File: config.mk
export PLATFORM = sky130hd
export DESIGN_NAME = float_monitor
export DESIGN_NICKNAME = d
export VERILOG_FILES = /design/src/rtl/float_pkg.sv /design/src/rtl/float_monitor_fifo.sv /design/src/rtl/float_monitor.sv
export SDC_FILE = /design/constraint.sdc
export NUM_CORES = 1
export LEC_CHECK = 0
export CAP_MARGIN = 20
export CORE_AREA = 5 5 265 267
export DETAILED_ROUTE_END_ITERATION = 16
export DIE_AREA = 0 0 270 272
export SYNTH_ARGS = -nofsm -noshare
export SYNTH_HDL_FRONTEND = slang
export SYNTH_HIERARCHICAL = 1
export SYNTH_SLANG_ARGS = --single-unit
File: constraint.sdc
create_clock -name clk -period 12.19 [get_ports clk]
set_input_delay 2.438 -clock clk [delete_from_list [all_inputs] [get_ports clk]]
set_output_delay 2.438 -clock clk [all_outputs]
set_load 0.01 [all_outputs]
File: src/rtl/float_pkg.sv
// Float helpers shared by the float datapath blocks: class codes, total-width
// arithmetic and field-based classification.
package float_pkg;

  localparam logic [2:0] CLS_ZERO      = 3'd0;
  localparam logic [2:0] CLS_SUBNORMAL = 3'd1;
  localparam logic [2:0] CLS_NORMAL    = 3'd2;
  localparam logic [2:0] CLS_INF       = 3'd3;
  localparam logic [2:0] CLS_NAN       = 3'd4;

  function automatic int unsigned float_width(int unsigned exp_w, int unsigned man_w);
    return 1 + exp_w + man_w;
  endfunction

  // Index width that stays legal for a single-entry selector.
  function automatic int unsigned idx_width(int unsigned n);
    return (n > 1) ? $clog2(n) : 1;
  endfunction

  // Classification from pre-reduced field flags so any exponent/mantissa width can use it.
  function automatic logic [2:0] classify(logic exp_zero, logic exp_ones, logic man_zero);
    if (exp_zero) return man_zero ? CLS_ZERO : CLS_SUBNORMAL;
    if (exp_ones) return man_zero ? CLS_INF : CLS_NAN;
    return CLS_NORMAL;
  endfunction

endpackage

File: src/rtl/float_monitor_fifo.sv
// Show-ahead synchronous FIFO with occupancy output; a push is accepted while full
// when a pop happens in the same cycle.
module float_monitor_fifo #(
  parameter int unsigned WIDTH = 8,
  parameter int unsigned DEPTH = 8
) (
  input  logic                   clk_i,
  input  logic                   rst_i,
  input  logic                   push_i,
  input  logic [WIDTH-1:0]       wdata_i,
  input  logic                   pop_i,
  output logic [WIDTH-1:0]       rdata_o,
  output logic                   empty_o,
  output logic                   full_o,
  output logic [$clog2(DEPTH):0] level_o
);

  localparam int unsigned AW = $clog2(DEPTH);

  logic [WIDTH-1:0] mem_q [DEPTH];
  logic [AW:0]      wptr_q, rptr_q;
  logic             do_push, do_pop;

  assign empty_o = (wptr_q == rptr_q);
  assign full_o  = (wptr_q[AW] != rptr_q[AW]) && (wptr_q[AW-1:0] == rptr_q[AW-1:0]);
  assign do_pop  = pop_i & ~empty_o;
  assign do_push = push_i & (~full_o | do_pop);
  assign level_o = wptr_q - rptr_q;
  // Head is forced to zero when empty so idle outputs read as zero.
  assign rdata_o = empty_o ? '0 : mem_q[rptr_q[AW-1:0]];

  always_ff @(posedge clk_i) begin
    if (rst_i) begin
      wptr_q <= '0;
      rptr_q <= '0;
    end else begin
      if (do_push) wptr_q <= wptr_q + 1'b1;
      if (do_pop)  rptr_q <= rptr_q + 1'b1;
    end
  end

  always_ff @(posedge clk_i) begin
    if (do_push) mem_q[wptr_q[AW-1:0]] <= wdata_i;
  end

endmodule

File: src/rtl/float_monitor.sv
// Multi-channel float activity monitor: detects bit-level changes, timestamps and
// classifies them, and streams records out. Optional FLOAT_MONITOR_DISPLAY_EN prints each.
module float_monitor
  import float_pkg::*;
#(
  parameter int unsigned EXP_W    = 8,
  parameter int unsigned MAN_W    = 23,
  parameter int unsigned CHANNELS = 4,
  parameter int unsigned DEPTH    = 8,
  parameter int unsigned TS_W     = 16
) (
  input  logic                                        clk,
  input  logic                                        rst,
  input  logic [CHANNELS*float_width(EXP_W, MAN_W)-1:0] in_num,
  input  logic [CHANNELS-1:0]                         in_valid,
  output logic                                        out_valid,
  input  logic                                        out_ready,
  output logic [idx_width(CHANNELS)-1:0]              out_chan,
  output logic [2:0]                                  out_class,
  output logic [float_width(EXP_W, MAN_W)-1:0]        out_num,
  output logic [TS_W-1:0]                             out_ts,
  output logic [15:0]                                 drop_cnt,
  output logic [$clog2(DEPTH):0]                      fifo_level
);

  localparam int unsigned FW = float_width(EXP_W, MAN_W);
  localparam int unsigned CW = idx_width(CHANNELS);
  localparam int unsigned RW = CW + 3 + FW + TS_W;

  logic [TS_W-1:0]     ts_q;
  logic [FW-1:0]       last_q     [CHANNELS];
  logic [FW-1:0]       pend_num_q [CHANNELS];
  logic [TS_W-1:0]     pend_ts_q  [CHANNELS];
  logic [CHANNELS-1:0] seen_q, pending_q, change, gnt_oh;
  logic [CW-1:0]       ptr_q, gnt_idx;
  logic                gnt_found, gnt_en;
  logic [15:0]         drop_q, drop_d;

  logic              fifo_empty, fifo_full, fifo_pop;
  logic [RW-1:0]     fifo_wdata, fifo_rdata;
  logic [FW-1:0]     gnt_num;
  logic [EXP_W-1:0]  gnt_exp;
  logic [MAN_W-1:0]  gnt_man;
  logic [2:0]        gnt_cls;

  // Bitwise compare: +0/-0 count as a change, a repeated NaN pattern does not.
  always_comb begin
    change = '0;
    for (int unsigned c = 0; c < CHANNELS; c++) begin
      change[c] = in_valid[c] & (~seen_q[c] | (in_num[c*FW +: FW] != last_q[c]));
    end
  end

  // Round-robin search starting at the pointer.
  always_comb begin
    logic [CW-1:0] idx;
    idx       = ptr_q;
    gnt_found = 1'b0;
    gnt_idx   = '0;
    for (int unsigned i = 0; i < CHANNELS; i++) begin
      if (!gnt_found && pending_q[idx]) begin
        gnt_found = 1'b1;
        gnt_idx   = idx;
      end
      idx = (idx == CW'(CHANNELS - 1)) ? '0 : idx + 1'b1;
    end
  end

  assign fifo_pop = out_valid & out_ready;
  assign gnt_en   = gnt_found & (~fifo_full | fifo_pop);

  always_comb begin
    gnt_oh = '0;
    drop_d = drop_q;
    for (int unsigned c = 0; c < CHANNELS; c++) begin
      gnt_oh[c] = gnt_en && (gnt_idx == CW'(c));
      // A change over a still-pending value loses the older one unless it leaves this cycle.
      if (change[c] && pending_q[c] && !gnt_oh[c] && drop_d != 16'hFFFF) begin
        drop_d = drop_d + 16'd1;
      end
    end
  end

  always_ff @(posedge clk) begin
    if (rst) begin
      ts_q      <= '0;
      drop_q    <= '0;
      ptr_q     <= '0;
      seen_q    <= '0;
      pending_q <= '0;
    end else begin
      ts_q   <= ts_q + 1'b1;
      drop_q <= drop_d;
      if (gnt_en) ptr_q <= (gnt_idx == CW'(CHANNELS - 1)) ? '0 : gnt_idx + 1'b1;
      for (int unsigned c = 0; c < CHANNELS; c++) begin
        if (change[c]) begin
          seen_q[c]    <= 1'b1;
          pending_q[c] <= 1'b1;
        end else if (gnt_oh[c]) begin
          pending_q[c] <= 1'b0;
        end
      end
    end
  end

  always_ff @(posedge clk) begin
    for (int unsigned c = 0; c < CHANNELS; c++) begin
      if (change[c]) begin
        last_q[c]     <= in_num[c*FW +: FW];
        pend_num_q[c] <= in_num[c*FW +: FW];
        pend_ts_q[c]  <= ts_q;
      end
    end
  end

  assign gnt_num    = pend_num_q[gnt_idx];
  assign gnt_exp    = gnt_num[FW-2 -: EXP_W];
  assign gnt_man    = gnt_num[MAN_W-1:0];
  assign gnt_cls    = classify(gnt_exp == '0, &gnt_exp, gnt_man == '0);
  assign fifo_wdata = {gnt_idx, gnt_cls, gnt_num, pend_ts_q[gnt_idx]};

  float_monitor_fifo #(
    .WIDTH (RW),
    .DEPTH (DEPTH)
  ) u_fifo (
    .clk_i   (clk),
    .rst_i   (rst),
    .push_i  (gnt_en),
    .wdata_i (fifo_wdata),
    .pop_i   (fifo_pop),
    .rdata_o (fifo_rdata),
    .empty_o (fifo_empty),
    .full_o  (fifo_full),
    .level_o (fifo_level)
  );

  assign out_valid = ~fifo_empty;
  assign {out_chan, out_class, out_num, out_ts} = fifo_rdata;
  assign drop_cnt  = drop_q;

`ifdef FLOAT_MONITOR_DISPLAY_EN
  localparam int BIAS = (1 << (EXP_W - 1)) - 1;

  function automatic real to_real(logic [FW-1:0] v);
    real mag;
    int  e;
    e   = int'(v[FW-2 -: EXP_W]);
    mag = real'(v[MAN_W-1:0]) / (2.0 ** MAN_W);
    if (e == 0) mag = mag * (2.0 ** (1 - BIAS));
    else        mag = (1.0 + mag) * (2.0 ** (e - BIAS));
    return v[FW-1] ? -mag : mag;
  endfunction

  always_ff @(posedge clk) begin
    if (!rst && out_valid && out_ready) begin
      if (out_class == CLS_INF)
        $display("[float_monitor] ch%0d t=%0d: %s", out_chan, out_ts, "inf");
      else if (out_class == CLS_NAN)
        $display("[float_monitor] ch%0d t=%0d: %s", out_chan, out_ts, "nan");
      else
        $display("[float_monitor] ch%0d t=%0d: %f", out_chan, out_ts, to_real(out_num));
    end
  end
`else
  // Display disabled: synthesizable build with no simulation-only code.
`endif

endmodule

==> run_results.csv, run 1 <==
group,metric,value,unit
global_routing,grt_max_degree,79,
job,cap_violations,0,
pwr,ir_drop,219,uV
route,drc,0,
pwr,leakagePower,0.0113,uW
finish,final_common_cell,"edfxtp_1",
synthesis,syn-num-nets,2087,
route,drt_iter0_drc,1510,
clock_network,post-cts-setup-buffer-count,0,
setup_path,slowest_delay,0.86,ns
floorplanning,die_h,272,microns
clock_network,path_clk_slew,0.06,ns
synthesis,ys_ff_latch,669,
clock_network,insertion_delay,0.61,ns
clock_network,cts_hold_buf,0,
clock_network,cts_tree,"yes",
global_routing,grt_pass1_wl,115000,microns
global_routing,grt_pass1_vias,18200,
floorplanning,dieArea,0.0734,sq mm
place,port_buffers,208,
synthesis,postSynth.asyncResetShare,0,
timing,hold_viol,0,
clock_network,max-clock-path-buffers,3,
synthesis,ys.warnings.count,6,
finish,drive_gt1_frac,0.145,
timing,timing.fmax,0.100,GHz
finish,finalNetCount,2297,
synthesis,netlist_instances,1937,
timing,fin_worst_skew,0.0225,ns
finish,area_growth,17.3,%
route,wire_per_inst,24.8,microns
clock_network,cts_buffers,70,
synthesis,yosysSeqAreaShare,0.650,
floorplanning,die_w,270,microns
timing,period_minus_slack,9.99,ns
setup_path,crit_arrival,10.53,ns
place,place.gp.congestion,0.882,
floorplanning,start_util,0.443,
synthesis,synth-main-ff-cell,"edfxtp_1",
setup_path,cp-end-kind,"register",
finish,stdcell_count,3086,
synthesis,ys_types,101,
global_routing,grt_use_total,0.205,
timing,tightest_slew,1.09,ns
route,wl,76700,microns
timing,holdWs,0.489,ns
run_status,status,"finished, final reports clean",
timing,drv_slew,0,
finish,multi_input_area,0.00994,sq mm
pwr,power,8650,uW
synthesis,synth_area,0.0301,sq mm
setup_path,worst_setup_path_start_kind,"primary input",
setup_path,required,12.72,ns
route,ant_nets,0,
global_routing,antenna_found_initial,3,
global_routing,grt_overflow,0,
finish,register_area,0.0196,sq mm
finish,mostFrequentLayoutCells,"616 x edfxtp_1, 207 x clkdlybuf4s50_1, 127 x xnor2_1",
setup_path,crit_path_top_delay_cell,"nor4_1",
synthesis,synth_edf_count,616,
clock_network,cts_htree_levels,3,
clock_network,clock_sinks,669,
floorplanning,rows,96,
place,dp_hpwl,50300,microns
clock_network,post_cts_resized,0,
route,vias_per_cell,5.83,
timing,rsz0062_at_grt,"no",
synthesis,syn_area_per_cell,15.5,sq um
setup_path,critical_path_class,"primary input to register",
floorplanning,fp.coreArea,0.0679,sq mm
timing,finalSetupViolCount,0,
setup_path,critPathMaxFanout,26,
timing,relSlewSlack,0.272,
pwr,power_density,245,mW/mm^2
route,drt-pass1-iter-count,5,
clock_network,cts-root-buf,"clkbuf_16",
timing,fin_crit_sh,0.820,
floorplanning,ios,209,
finish,n_fill_cell,5460,
hold_path,hold_path_class,"register to register",
place,dp_cells,2957,
route,vias,18000,
timing,tns,0,ns
synthesized netlist by cell type (all sizes together), types with 6 or more instances:
library cell / count / area share
clkbuf: 37 / 0.0046
xor2: 64 / 0.019
and3: 16 / 0.0033
o21a: 6 / 0.0015
o31a: 6 / 0.0021
ha: 14 / 0.0058
or3: 21 / 0.0045
dfxtp: 53 / 0.035
edfxtp: 616 / 0.61
o211ai: 8 / 0.0025
mux4: 109 / 0.082
nand3: 46 / 0.0078
nor2: 85 / 0.012
and4: 6 / 0.0018
xnor2: 129 / 0.038
nor3: 35 / 0.0062
or4: 7 / 0.0020
o31ai: 18 / 0.0064
a22o: 54 / 0.016
a31oi: 11 / 0.0025
mux2: 15 / 0.0056
mux2i: 58 / 0.019
nor4: 35 / 0.0088
nand4: 42 / 0.0089
inv: 41 / 0.0051
and2: 6 / 0.0012
nor2b: 47 / 0.0099
a211oi: 51 / 0.013
o21ai: 39 / 0.0071
a21oi: 78 / 0.013
nand2: 58 / 0.0072
buf: 56 / 0.012
worst paths after layout:
path / slack, ns / from / cells past startpoint / to
min reg2reg: 0.49 / seen_q[0] / 2 / seen_q[0]
max: 2.20 / in_num[23] / 27 / drop_cnt[14]
min: 0.49 / seen_q[0] / 2 / seen_q[0]
max reg2reg: 3.10 / ptr_q[0] / 30 / drop_cnt[14]
area by class of cell:
class | count | share of cell area
Antenna cell | 1 | 0.0000709
Clock buffer | 85 | 0.0524
Clock inverter | 43 | 0.0124
Inverter | 42 | 0.00446
Multi-Input combinational cell | 1133 | 0.282
Sequential cell | 669 | 0.554
Tap cell | 882 | 0.0313
Timing Repair Buffer | 231 | 0.0637
kinds of logic after synthesis:
family / Yosys count / synth area share
flip-flops: 669 / 0.650
AO/OA/AOI/OAI: 319 / 0.0795
XOR/XNOR: 193 / 0.0569
AND/OR/NAND/NOR: 424 / 0.0787
multiplexers: 182 / 0.106
buffers and inverters: 135 / 0.0220
adder cells (fa/ha/maj): 15 / 0.00649
critical path: cells and delay by family:
| family | cells | cell delay, ns |
|---|---|---|
| mux | 1 | 0.46 |
| xor+xnor | 3 | 0.68 |
| buf+inv | 5 | 1.21 |
| compound gates | 6 | 1.65 |
| fa+ha+maj | 2 | 0.57 |
| simple gates | 10 | 3.49 |
where the power goes:
part / switching (uW) / internal [uW]
Sequential: 148 / 3410
Combinational: 1900 / 1080
Clock: 895 / 1220
through the flow:
stage	instance area [sq um]	worst slack (ns)	util
floorplan	30100	2.76	-
detailed placement	33000	1.62	0.487
global route	35300	1.69	0.520
CTS	35300	2.26	0.520
finish	35300	2.20	0.520
global placement	33000	1.82	0.487
layer usage:
metal	GRT usage	part of all wire	vias to the layer above
met1	0.286	0.43	9215
met3	0.0299	0.059	94
met4	0.0489	0.018	4
met5	0	0.00027	-
li1	-	-	8104
met2	0.344	0.49	571
flip-flops by register name (all words and copies together) (netlist names), named ones only:
signal and flops:
u_fifo/mem_q 424, ts_q 16, pending_q 4, pend_ts_q 64
pend_num_q 96, drop_cnt 16, ptr_q 2, last_q 32
u_fifo/rptr_q 4, u_fifo/wptr_q 4, seen_q 4
Note: power is estimated with default switching activity, not from simulation.
==> inputs of run 2 (changes only) <==
==> constraint.sdc (replaced) <==
create_clock -name clk -period 9.72 [get_ports clk]
set_input_delay 1.944 -clock clk [delete_from_list [all_inputs] [get_ports clk]]
set_output_delay 1.944 -clock clk [all_outputs]
set_load 0.01 [all_outputs]
==> run 2 against run 1 <==
Net effect:
- combinational power rose by 26%
- via count rose by 0.91%
- first-iteration DRC count fell by 5.8%
- sequential power grew 26%
- setup slack worse by 1.3 ns
- sequential share of layout area rose by 0.16 points
- non-clock buffer count grew 10
- utilization fell by 0.15 points
- total power rose by 24%
- sequential cell count is the same
- worst hold slack got worse by 0.013 ns
- clock-buffer cell count grew 5
- highest routed layer is now met4
==> run_results.csv, run 2 (synthesis gave the netlist of run 1 again) <==
group,metric,value,unit
run_status,status,"finished, final reports clean",
clock_network,post_cts_resized,0,
clock_network,cts_tree,"yes",
clock_network,clock_sinks,669,
finish,finalNetCount,2307,
finish,final_common_cell,"edfxtp_1",
place,dpl_cell_area,0.0331,sq mm
pwr,netSwitchingFraction,0.344,
global_routing,grt_pass1_vias,18400,
finish,mostFrequentLayoutCells,"616 x edfxtp_1, 207 x clkdlybuf4s50_1, 127 x xnor2_1",
pwr,ir_drop,218,uV
clock_network,path_clk_slew,0.06,ns
pwr,p_comb_frac,0.350,
clock_network,cts_hold_buf,0,
timing,finalSetupViolCount,0,
setup_path,critical_path_class,"register to register",
route,wire_per_inst,25.1,microns
pwr,power_density,304,mW/mm^2
timing,tns,0,ns
place,port_buffers,208,
floorplanning,fp.coreArea,0.0679,sq mm
clock_network,post-cts-setup-buffer-count,0,
place,dp_hpwl,50600,microns
place,place.gp.congestion,0.858,
timing,fin_ws,0.874,ns
setup_path,crit_arrival,9.37,ns
pwr,sequentialPowerShare,0.418,
job,cap_violations,0,
route,wl,77700,microns
setup_path,r2r_slack,0.87,ns
floorplanning,die_w,270,microns
pwr,pwr-share-clk,0.231,
setup_path,r2r-start,"ptr_q[0]",
finish,area_growth,17.0,%
clock_network,cts_buffers,70,
floorplanning,rows,96,
route,vias,18200,
clock_network,cts-root-buf,"clkbuf_16",
setup_path,cp-end-kind,"register",
global_routing,grt_use_total,0.208,
timing,hold_viol,0,
clock_network,cts_htree_levels,3,
route,drt_iter0_drc,1422,
timing,relSlewSlack,0.269,
pwr,power.internal,7020,uW
timing,fin_crit_sh,0.910,
clock_network,max-clock-path-buffers,3,
finish,drive_gt1_frac,0.144,
route,vias_per_cell,5.86,
setup_path,crit_path_frequent_cell,"ha_1",
setup_path,crit_start,"ptr_q[0]",
setup_path,slowest_delay,0.69,ns
timing,tightest_slew,1.09,ns
global_routing,grt_overflow,0,
hold_path,hold_path_class,"register to register",
pwr,leakagePower,0.0113,uW
floorplanning,dieArea,0.0734,sq mm
global_routing,grt_max_degree,82,
floorplanning,die_h,272,microns
route,ant_nets,0,
setup_path,critPathMaxFanout,42,
timing,timing.fmax,0.113,GHz
setup_path,crit_path_top_delay_cell,"nor4_1",
setup_path,required,10.25,ns
clock_network,insertion_delay,0.61,ns
hold_path,min_from,"seen_q[3]",
timing,drv_slew,0,
timing,period_minus_slack,8.85,ns
floorplanning,start_util,0.443,
timing,fin_worst_skew,0.0220,ns
route,drc,0,
pwr,switchingPower,3680,uW
place,pre_cts_ws,0.660,ns
timing,rsz0062_at_grt,"no",
finish,largest_reg_flops,424,
floorplanning,ios,209,
setup_path,worst_setup_path_start_kind,"register",
global_routing,grt_pass1_wl,117000,microns
global_routing,antenna_found_initial,2,
route,drt-pass1-iter-count,7,
finish,design_area,0.0352,sq mm
run 2: cell types whose count changed in the layout (fill, tap and decap cells not counted), sizes merged:
cell and delta:
clkinv -1, diode +1, clkbuf +5, clkinvlp -1
bufinv -5, buf +10
run 2: critical path: cells and delay by family, from the launching register on:
kind	cells	cell delay [ns]
simple gates	11	3.04
mux	1	0.50
fa+ha+maj	4	1.01
compound gates	10	2.59
buf+inv	4	0.62
xor+xnor	2	0.39
flops	1	0.61
run 2: worst paths after layout:
path                       end  cells past startpoint
setup / recovery  drop_cnt[14]                     32
hold / removal       seen_q[3]                      2
setup reg to reg  drop_cnt[14]                     32
hold reg to reg      seen_q[3]                      2
run 2: routing by layer:
layer | track usage | vias up | routed length (microns)
li1 | - | 8118 | -
met1 | 0.293 | 9398 | 34200
met2 | 0.345 | 540 | 37800
met3 | 0.0307 | 96 | 4300
met4 | 0.0507 | 0 | 1390
met5 | 0 | - | 0
run 2: metrics by stage:
stage,util,power [uW],hold WS (ns),std cells
2_1_floorplan,-,6730,0.438,1937
3_3_place_gp,0.488,8220,0.454,2967
3_5_place_dp,0.488,8330,0.459,2967
4_1_cts,0.519,10800,0.475,3093
5_1_grt,0.519,11200,0.527,3094
6_report,0.519,10700,0.476,3095
run 2: power by group through the flow:
stage          Combinational [uW]  Clock, uW  Sequential, uW
2_1_floorplan                2280          0            4450
3_3_place_gp                 3710          0            4510
3_5_place_dp                 3790          0            4540
4_1_cts                      3790       2540            4480
5_1_grt                      4040       2660            4530
6_report                     3750       2480            4480
run 2: layout make-up:
cell class              count  area, sq um
clock inverters            36          259
clock buffers              90         1850
diodes                      2         5.00
fillers                  5576        32700
flip-flops and latches    669        19600
multi-input cells        1133         9940
repair buffers            241         2320
well taps                 882         1100
inverters                  42          158
